$ cat src/rtl/instr_fetch_unit.sv
`default_nettype none
// ============================================================================
// Module   : instr_fetch_unit
// Purpose  : Instruction fetch FSM (IDLE/REQ/WAIT/LOAD) with PC and redirect.
//            Optional macro FETCH_TIMEOUT_EN adds a 16-cycle WAIT timeout.
// Revision : 1.0 - initial release
// ============================================================================
module instr_fetch_unit (
    input  logic        clk,
    input  logic        reset,
    input  logic        fetch_en,
    input  logic        pc_load,
    input  logic [31:0] pc_target,
    output logic        mem_rd,
    output logic [31:0] mem_addr,
    input  logic        mem_ready,
    input  logic [31:0] mem_rdata,
    output logic [31:0] instruction,
    output logic        ir_w,
    output logic [31:0] pc,
    output logic        busy,
    output logic        fault
);

    typedef enum logic [1:0] {
        ST_IDLE = 2'd0,
        ST_REQ  = 2'd1,
        ST_WAIT = 2'd2,
        ST_LOAD = 2'd3
    } state_t;

    state_t      r_state;
    state_t      w_state_nxt;
    logic [31:0] r_pc;
    logic [31:0] r_instr;
    logic [31:0] r_pend_target;
    logic        r_pend_valid;
    logic [31:0] w_target;
    logic        w_capture;
    logic        w_timeout;
    logic        w_unused;

    assign w_target  = {pc_target[31:2], 2'b00};
    assign w_unused  = &{1'b0, pc_target[1:0]};
    assign w_capture = ((r_state == ST_REQ) || (r_state == ST_WAIT)) && mem_ready;

`ifdef FETCH_TIMEOUT_EN
    logic [3:0] r_wait_cnt;
    logic       r_fault;

    // Sixteenth consecutive not-ready WAIT cycle aborts the fetch.
    assign w_timeout = (r_state == ST_WAIT) && !mem_ready && (r_wait_cnt == 4'd15);

    always_ff @(posedge clk or posedge reset) begin
        if (reset) begin
            r_wait_cnt <= 4'd0;
            r_fault    <= 1'b0;
        end else begin
            if ((r_state != ST_REQ) && (w_state_nxt == ST_REQ))
                r_wait_cnt <= 4'd0;
            else if ((r_state == ST_WAIT) && !mem_ready)
                r_wait_cnt <= r_wait_cnt + 4'd1;
            if (w_timeout)
                r_fault <= 1'b1;
        end
    end

    assign fault = r_fault;
`else
    assign w_timeout = 1'b0;
    assign fault     = 1'b0;
`endif

    always_comb begin
        w_state_nxt = r_state;
        case (r_state)
            ST_IDLE: if (fetch_en) w_state_nxt = ST_REQ;
            ST_REQ:  w_state_nxt = mem_ready ? ST_LOAD : ST_WAIT;
            ST_WAIT: begin
                if (mem_ready)
                    w_state_nxt = ST_LOAD;
                else if (w_timeout)
                    w_state_nxt = ST_IDLE;
            end
            ST_LOAD: w_state_nxt = fetch_en ? ST_REQ : ST_IDLE;
            default: w_state_nxt = ST_IDLE;
        endcase
    end

    always_ff @(posedge clk or posedge reset) begin
        if (reset)
            r_state <= ST_IDLE;
        else
            r_state <= w_state_nxt;
    end

    // Redirect priority in LOAD: live pc_load, then pending target, then pc+4.
    always_ff @(posedge clk or posedge reset) begin
        if (reset) begin
            r_pc          <= 32'd0;
            r_pend_valid  <= 1'b0;
            r_pend_target <= 32'd0;
        end else begin
            case (r_state)
                ST_IDLE: begin
                    if (pc_load)
                        r_pc <= w_target;
                end
                ST_REQ, ST_WAIT: begin
                    if (w_timeout) begin
                        r_pend_valid <= 1'b0;
                    end else if (pc_load) begin
                        r_pend_valid  <= 1'b1;
                        r_pend_target <= w_target;
                    end
                end
                ST_LOAD: begin
                    if (pc_load)
                        r_pc <= w_target;
                    else if (r_pend_valid)
                        r_pc <= r_pend_target;
                    else
                        r_pc <= r_pc + 32'd4;
                    r_pend_valid <= 1'b0;
                end
                default: r_pend_valid <= 1'b0;
            endcase
        end
    end

    always_ff @(posedge clk or posedge reset) begin
        if (reset)
            r_instr <= 32'd0;
        else if (w_capture)
            r_instr <= mem_rdata;
    end

    assign mem_rd      = (r_state == ST_REQ) || (r_state == ST_WAIT);
    assign ir_w        = (r_state == ST_LOAD);
    assign busy        = (r_state != ST_IDLE);
    assign pc          = r_pc;
    assign mem_addr    = r_pc;
    assign instruction = r_instr;

endmodule
`default_nettype wire

$ cat config.mk
export PLATFORM = sky130hd
export DESIGN_NAME = instr_fetch_unit
export DESIGN_NICKNAME = d
export VERILOG_FILES = /design/src/rtl/instr_fetch_unit.sv
export SDC_FILE = /design/constraint.sdc
export NUM_CORES = 1
export LEC_CHECK = 0
export BUFFER_PORTS_ARGS = -buffer_cell sky130_fd_sc_hd__buf_2
export CORE_ASPECT_RATIO = 0.75
export CORE_MARGIN = 8
export CORE_UTILIZATION = 30
export CTS_CLUSTER_SIZE = 40
export DETAILED_ROUTE_END_ITERATION = 7
export GPL_TIMING_DRIVEN = 1
export SETUP_SLACK_MARGIN = 0.02
export SLEW_MARGIN = 10
export SYNTH_ARGS = -nofsm -noshare
export SYNTH_HDL_FRONTEND = slang
export SYNTH_SLANG_ARGS = --single-unit
$ cat constraint.sdc
create_clock -name clk -period 3.3 [get_ports clk]
set_input_delay 0.33 -clock clk [delete_from_list [all_inputs] [get_ports clk]]
set_output_delay 0.33 -clock clk [all_outputs]
set_load 0.03 [all_outputs]
; ---- After elaboration in Yosys (flattened, before gate mapping)
; Cells that the tools add are included.
[classes]
add_sub_neg = 1
n_eq_ne = 7
n_mux = 11
reduce_logical = 11
[ops]
columns = operator, count
row1 = $mux 32, 3
row2 = $pmux 32 s2, 1
row3 = $add 32x3->32 const B, 1
row4 = $ne 2x2->1 const B, 4
row5 = $pmux 2 s4, 1
row6 = $reduce_and 2->1, 4
row7 = $reduce_bool 2->1, 3
row8 = $eq 2x2->1 const B, 2
row9 = $mux 2, 2
row10 = $mux 1, 3
row11 = $eq 2x1->1 const B, 1
row12 = $logic_not 2->1, 1
row13 = $pmux 1 s2, 1
row14 = $reduce_or 2->1, 1
row15 = $logic_and 1x1->1, 1
row16 = $logic_or 1x1->1, 1
[totals]
register_bits = 97
inputBits = 69
output_inout_bits = 100

; ---- Depth between registers and ports, before layout
; Gate-level depths: netlist of the first run.
[logic_depth]
ltp_word = 4
mapped_depth = 9

; ---- Least setup slack after synthesis of the first run
; No wires, ideal clock.
[synth_timing]
path_kind = flip-flop to flip-flop
from = register r_state[1]
to = register r_pc[17] (netlist: mem_addr[17])
setup_ns = 0.094
t_arrival_ns = 2.041
setup_slack_ns = 1.165
stages_incl_launch_ff = 9
n_path_buf = 2
synth_period_minus_slack_ns = 2.135
cell_sequence = dfrtp_1 inv_1 ha_1 inv_1 o21ai_0 clkbuf_1 clkbuf_1 a21oi_1 a211oi_1
[synth_via]
elab_chain_cells = 3
elab_cells_between_ends = 6
cone_classes = eq/ne (2) / mux (1) / reduce/logical (3)
[synth_rtl]
columns = element, line
row1 = start: declaration, 32  ; state_t r_state;
row2 = start signal: assignment, 94  ; r_state <= w_state_nxt;
row3 = $eq 2x2->1 or $logic_not 2->1 (tied branches), 104  ; case (r_state)
row4 = $reduce_bool 2->1 (no line) or $ne 2x2->1 (tied branches), --
row5 = $reduce_and 2->1 (no line), --
row6 = end signal: assignment, 107  ; r_pc <= w_target;
row7 = end signal: assignment, 119  ; r_pc <= w_target;
row8 = end signal: assignment, 121  ; r_pc <= r_pend_target;
row9 = end: declaration, 34  ; logic [31:0] r_pc;
; Several ways; a longest one is shown, not always the timed one.
; A chain may end at the register's enable or synchronous reset.

; ---- Worst setup path in the final report of the first run
[layout_timing]
from = register r_state[0]
to = register r_pc[26] (netlist: mem_addr[26])
; The elaborated chain is that of the path after synthesis.

==> run summary, run 1 <==
Outcome: finished clean
Maximum clock rate: 0.406 GHz
Max IR drop VDD: 542 µV
Syn_area_per_cell: 10.8 µm²
Die Wd: 165 µm
Share of layout cells above drive strength 1: 44.3%
Synth Instances: 462
Yosys warns: 0
Register area share after synthesis: 47.8%
Top post-synthesis cells by count: dfrtp_1, mux2_2, buf_4, nand2_1, o21ai_0
DIE AREA: 0.0210 mm²
Worst endpoint required time: 3570 ps
Num ports: 169
GR peak layer: met2
RSZ-0062 raised after global routing: no
Post-CTS resize count: 0
Synth Area in Adders: 1.26%
Worst-margin pin slew: 982 ps
Vias/cell: 5.09
Comb power frac: 55.2%
Root buf cell: clkbuf_16
Post-Synth Simple-Gate Area: 13.6%
Grt met3 use: 6.13%
CTS tree: yes
Die height: 127 µm
Cell variety after synth: 52
FF-to-FF path depth: 7
Final Skew: 7.92 ps
Clock period minus worst slack: 2460 ps
Number of global-route vias before repair: 4260
Port-buffer cells: 161
Setup_tns: 0 ps
Max-cap viol count: 0
Largest net degree at the start of global routing: 57
TritonRoute pass-1 iters: 5
Seq cells post-synth: 95
CTS max path bufs: 2
Synth Cell Area: 0.00497 mm²
Post-DRT Antenna Nets: 0
Internal Power: 3.89 mW
Initial antenna violation count: 2
Area grow syn2layout: 22.0%
Critical Path Start Type: flip-flop
R2R setup slack: 840 ps
Row cnt: 40
Pre-CTS WS: 862 ps
Post-CTS setup buffer count: 0
Via count: 4096
Initial Util: 30.8%
Count leader, synth: dfrtp_1
Clk_lat worst skew: 360 ps
First-pass GRT wire length: 23.3 mm
Per-cell routed wire length: 18.2 µm
Max transition margin: 34.5%
1st-iter DRT viols: 251
GRT overflow: 0
GRT Total Usage: 14.2%
Synth Area in XOR/XNOR: 3.70%
Top cells by area, synth: dfrtp_1, mux2_2, buf_4, and3_1, o21ai_0
CP Data Arrival Time: 2740 ps
Sw Pwr: 3.71 mW
Clock power share: 14.0%
Hold/Removal Path Class: in2async
Compound-cell area share of the yosys netlist: 10.8%
Placeable Area: 0.0161 mm²
Design Area, Final: 0.00606 mm²
Final Cycle Share: 74.7%
H-tree level count: 3
Final setup margin: 835 ps
Number of synthesized flops with an enable pin: 0
Largest family of logic cells by synthesized area: multiplexers
Post-synth top area share: 47.8%
DRC viols: 0
CTS buffer count: 9
Final #Nets: 663
Cell leakage power: 2.79 nW
Clk pin slew, worst setup/hold paths: 70 ps
Post-synthesis mux area share: 14.5%
# hold bufs at CTS: 0
Final setup vio count: 0
Worst reg2reg path endpoint: mem_addr[26]$_DFFE_PP0P_
Critical path capture point type: flip-flop
Max FO, Critical Path: 22
Sw Ratio: 48.8%
Top cell type by total area after synthesis: dfrtp_1
Worst r2r src: r_state[0]$_DFFE_PP0P_
Placement Cell Area: 0.00576 mm²
CTS sink count: 95
Routability-driven placement congestion ratio: 0.810
Pwr dens: 1250 mW/mm²
WL final: 14.6 mm
Post-DP HPWL: 10.7 mm
GR Util met2: 21.4%
Final number of max-transition violations: 0
Sequential share of power: 30.8%
CP Class: reg2reg
Synth Flop Type: dfrtp_1
Met1 Use GR: 18.2%
Share of synthesized registers carrying an async set or reset: 100%
Final hold vios: 0
[per-layer routing]
| metal | part of all wire [%] | wire length, µm |
|---|---|---|
| met3 | 10 | 1490 |
| met2 | 44 | 6500 |
| met4 | 1.4 | 204 |
| met1 | 44 | 6440 |
| met5 | 0.068 | 10 |
[state kept, by name, indices dropped and copies added, names as in the netlist]
name and cells:
r_pend_target 30, instruction 32, mem_addr 30, r_state 2, r_pend_valid 1
[power by group through the flow]
stage	combinational [mW]	sequential, mW	clock, mW
after global routing	4.54	2.44	1.16
after global placement	4.17	2.31	0
after detailed placement	4.25	2.35	0
after floorplan	2.56	2.99	0
after CTS	4.25	2.34	1.11
final	4.20	2.34	1.06
[layout make-up]
cell class | instances | area [µm²]
clock inverter | 7 | 72.6
clock buffer | 9 | 225
timing repair buffer | 171 | 881
multi-input combinational | 302 | 2200
fill | 1578 | 10100
antenna | 1 | 2.50
tap | 210 | 263
sequential | 95 | 2380
inverter | 10 | 40.0
[placed cells by master (no fill, tap or decap), types with 3 or more instances in the layout]
| master | Yosys | layout |
|---|---|---|
| a21oi_1 | 17 | 17 |
| a221oi_1 | 13 | 13 |
| and3_1 | 23 | 23 |
| and4_1 | 3 | 3 |
| buf_2 | 1 | 161 |
| buf_4 | 36 | 10 |
| clkbuf_16 | 0 | 9 |
| conb_1 | 1 | 5 |
| dfrtp_1 | 95 | 95 |
| ha_1 | 5 | 5 |
| inv_1 | 10 | 9 |
| mux2_2 | 62 | 62 |
| nand2_1 | 28 | 28 |
| nand2b_1 | 3 | 3 |
| nand3_1 | 24 | 24 |
| nand4_1 | 3 | 3 |
| nor2_1 | 16 | 15 |
| nor3_1 | 8 | 8 |
| o211ai_1 | 5 | 5 |
| o21ai_0 | 28 | 27 |
| o21ai_1 | 3 | 3 |
| o31ai_1 | 3 | 3 |
| xnor2_1 | 15 | 15 |
| xor2_1 | 6 | 6 |
[worst max-delay path, stage by stage (launching register included)]
cell      delay, ps
dfrtp_1         380
inv_1            90
ha_1            440
nor2_2          820
buf_4           330
and3_1          170
a221oi_1         50
o21ai_1          90
[worst max-delay path by stage]
stage / start / end
after global routing: r_state[0]$_DFFE_PP0P_ / mem_addr[26]$_DFFE_PP0P_
after floorplan: reset / instruction[0]$_DFFE_PP0P_
after CTS: r_state[0]$_DFFE_PP0P_ / mem_addr[26]$_DFFE_PP0P_
after global placement: r_state[0]$_DFFE_PP0P_ / mem_addr[14]$_DFFE_PP0P_
after detailed placement: r_state[0]$_DFFE_PP0P_ / mem_addr[16]$_DFFE_PP0P_
final: r_state[0]$_DFFE_PP0P_ / mem_addr[26]$_DFFE_PP0P_
[logic make-up after synthesis]
| group | after synthesis |
|---|---|
| buffers and inverters | 69 |
| other | 1 |
| and+or+nand+nor | 123 |
| muxes | 64 |
| adders and majority gates | 5 |
| DFF | 95 |
| AOI/OAI and AO/OA | 84 |
| xor gates and xnor gates | 21 |
[metrics by stage]
step | power [mW] | hold WS (ps) | utilization, % | cells
after floorplan | 5.55 | 469 | - | 466
after global placement | 6.48 | 482 | 35.7 | 788
after detailed placement | 6.60 | 487 | 35.7 | 788
after CTS | 7.70 | 120 | 37.6 | 804
after global routing | 8.14 | 150 | 37.6 | 805
final | 7.60 | 85.4 | 37.6 | 805
Power figures use the tool's default switching activity.
==> run 2: changes to the inputs <==
==> constraint.sdc (replaced) <==
create_clock -name clk -period 2.1 [get_ports clk]
set_input_delay 0.21 -clock clk [delete_from_list [all_inputs] [get_ports clk]]
set_output_delay 0.21 -clock clk [all_outputs]
set_load 0.03 [all_outputs]
==> run summary, run 2 (synthesis gave the netlist of run 1 again) <==
Register area: 0.00238 mm² (+0.11%)
Placeable Area: 0.0161 mm² (unchanged)
Critical Path Start Type: flip-flop
Post-DRT Antenna Nets: 0 (unchanged)
Design Area, Final: 0.00628 mm² (+3.6%)
Non-filler cells, final: 830 (+3.1%)
Port-buffer cells: 161 (unchanged)
DRC viols: 0 (unchanged)
RSZ-0062 raised after global routing: yes
GRT Total Usage: 14.0% (-0.11 points)
Placed insts: 812 (+3.0%)
Setup_tns: 0 ps (unchanged)
Max reg flops: 32 (unchanged)
Critical path capture point type: flip-flop
WL final: 14.9 mm (+1.6%)
Final setup vio count: 0 (unchanged)
Post-DP HPWL: 11.1 mm (+4.0%)
CTS max path bufs: 2 (unchanged)
Final #Nets: 688 (+3.8%)
Hold Slack: 90.8 ps (+5.39 ps)
Per-cell routed wire length: 17.9 µm (-1.5%)
Final setup margin: 140 ps (-695 ps)
DIE AREA: 0.0210 mm² (unchanged)
TritonRoute pass-1 iters: 5 (unchanged)
Initial Util: 30.8% (unchanged)
Number of global-route vias before repair: 4379 (+2.8%)
CP Class: reg2reg
Max FO, Critical Path: 6 (-73%)
Multi-input logic area: 0.00222 mm² (+0.97%)
Pre-CTS WS: 120 ps (-742 ps)
Maximum clock rate: 0.510 GHz (+26%)
CTS sink count: 95 (unchanged)
CP Data Arrival Time: 2230 ps (-510 ps)
Worst endpoint required time: 2370 ps (-1200 ps)
First-pass GRT wire length: 23.3 mm (about the same)
Area grow syn2layout: 26.4%
Routability-driven placement congestion ratio: 0.832 (+2.7%)
Top sig layer: met5
Leading cell types in the layout, fill and taps excluded: buf_2, dfrtp_1, mux2_2
Final Skew: 10.1 ps (+2.19 ps)
Row cnt: 40 (unchanged)
Placement Cell Area: 0.00597 mm² (+3.7%)
Final number of max-transition violations: 0 (unchanged)
Die height: 127 µm (unchanged)
Number of fill cells: 1622 (+2.8%)
Vias/cell: 5.03 (-1.1%)
Max-cap viol count: 0 (unchanged)
Largest net degree at the start of global routing: 28 (-51%)
Clock period minus worst slack: 1960 ps (-505 ps)
Clk pin slew, worst setup/hold paths: 70 ps (about the same)
Final hold vios: 0 (unchanged)
Pwr dens: 1940 mW/mm² (+55%)
Cell leakage power: 2.91 nW (+4.2%)
1st-iter DRT viols: 244 (-2.8%)
Num ports: 169 (unchanged)
M1 WL: 6.51 mm (+1.1%)
Share of layout cells above drive strength 1: 46.8% (+2.6 points)
H-tree level count: 3 (unchanged)
Hold/Removal Path Class: in2reg
Via count: 4176 (+2.0%)
Root buf cell: clkbuf_16
WL met3: 1.53 mm (+2.6%)
Wire length on met2: 6.63 mm (+2.0%)
Clk_lat worst skew: 350 ps (about the same)
Worst-margin pin slew: 610 ps (-372 ps)
Outcome: finished clean
Final Cycle Share: 93.3% (+19 points)
CTS tree: yes
CTS buffer count: 9 (unchanged)
Max transition margin: 59.2% (+25 points)
Initial antenna violation count: 2 (unchanged)
Max IR drop VDD: 788 µV (+45%)
GRT overflow: 0 (unchanged)
Commonest non-fill, non-tap cell in the layout: buf_2
Die Wd: 165 µm (unchanged)
run 2: changes by cell type in the layout (fill, tap and decap cells not counted), moves of 2 or more:
cell / change
buf_12: +2
buf_4: +22
clkbuf_1: +2
clkbuf_8: +2
dfrtp_1: -2
dfrtp_2: +2
run 2: repair_timing:
action / CTS / global route
buffers inserted: 0 / 0
hold buffers: 1 / 0
endpoints found under the hold margin: 20 / 0
endpoints found under the setup margin: 0 / 11
gates resized for setup: 0 / 3
run 2: layout make-up:
cell class              instances  area share, %
diodes                          1         0.0398
clock buffers                  13           4.14
clock inverters                 3          0.279
inverters                      10          0.657
multi-input cells             302           35.4
flip-flops and latches         95           37.9
well taps                     210           4.18
repair buffers                196           17.5
run 2: worst max-delay path: stages, from the launching register on:
cell	delay [ps]
dfrtp_2	410
ha_1	190
and3_1	260
nand4_2	200
or4_1	510
a31o_2	240
o211ai_1	70
run 2: final timing paths:
kind | from | endpoint | slack [ps] | cells past startpoint
max | mem_addr[2]$_DFFE_PP0P_ | mem_addr[22]$_DFFE_PP0P_ | 140 | 6
min | mem_rdata[30] | instruction[30]$_DFFE_PP0P_ | 90 | 2
max reg2reg | mem_addr[2]$_DFFE_PP0P_ | mem_addr[22]$_DFFE_PP0P_ | 140 | 6
min reg2reg | instruction[25]$_DFFE_PP0P_ | instruction[25]$_DFFE_PP0P_ | 500 | 1
max in group asynchronous | reset | mem_addr[3]$_DFFE_PP0P_ | 1010 | 4
min in group asynchronous | reset | instruction[17]$_DFFE_PP0P_ | 490 | 3
run 2: metal layers:
metal	track usage, %	vias up
met1	17.9	2050
li1	-	1925
met4	3.86	4
met3	5.39	17
met5	0	-
met2	21.8	180
run 2: stage by stage:
stage	utilization (%)	power, mW
after detailed placement	37.1	10.7
after CTS	38.8	12.3
after global placement	37.1	10.5
after floorplan	-	8.73
final	39.0	12.2
after global routing	39.0	13.0
run 2: where the power goes:
part | switching [mW] | leakage [nW] | internal (mW)
clock | 0.702 | 0.136 | 0.866
sequential | 0.772 | 1.12 | 2.81
combinational | 4.38 | 1.65 | 2.65
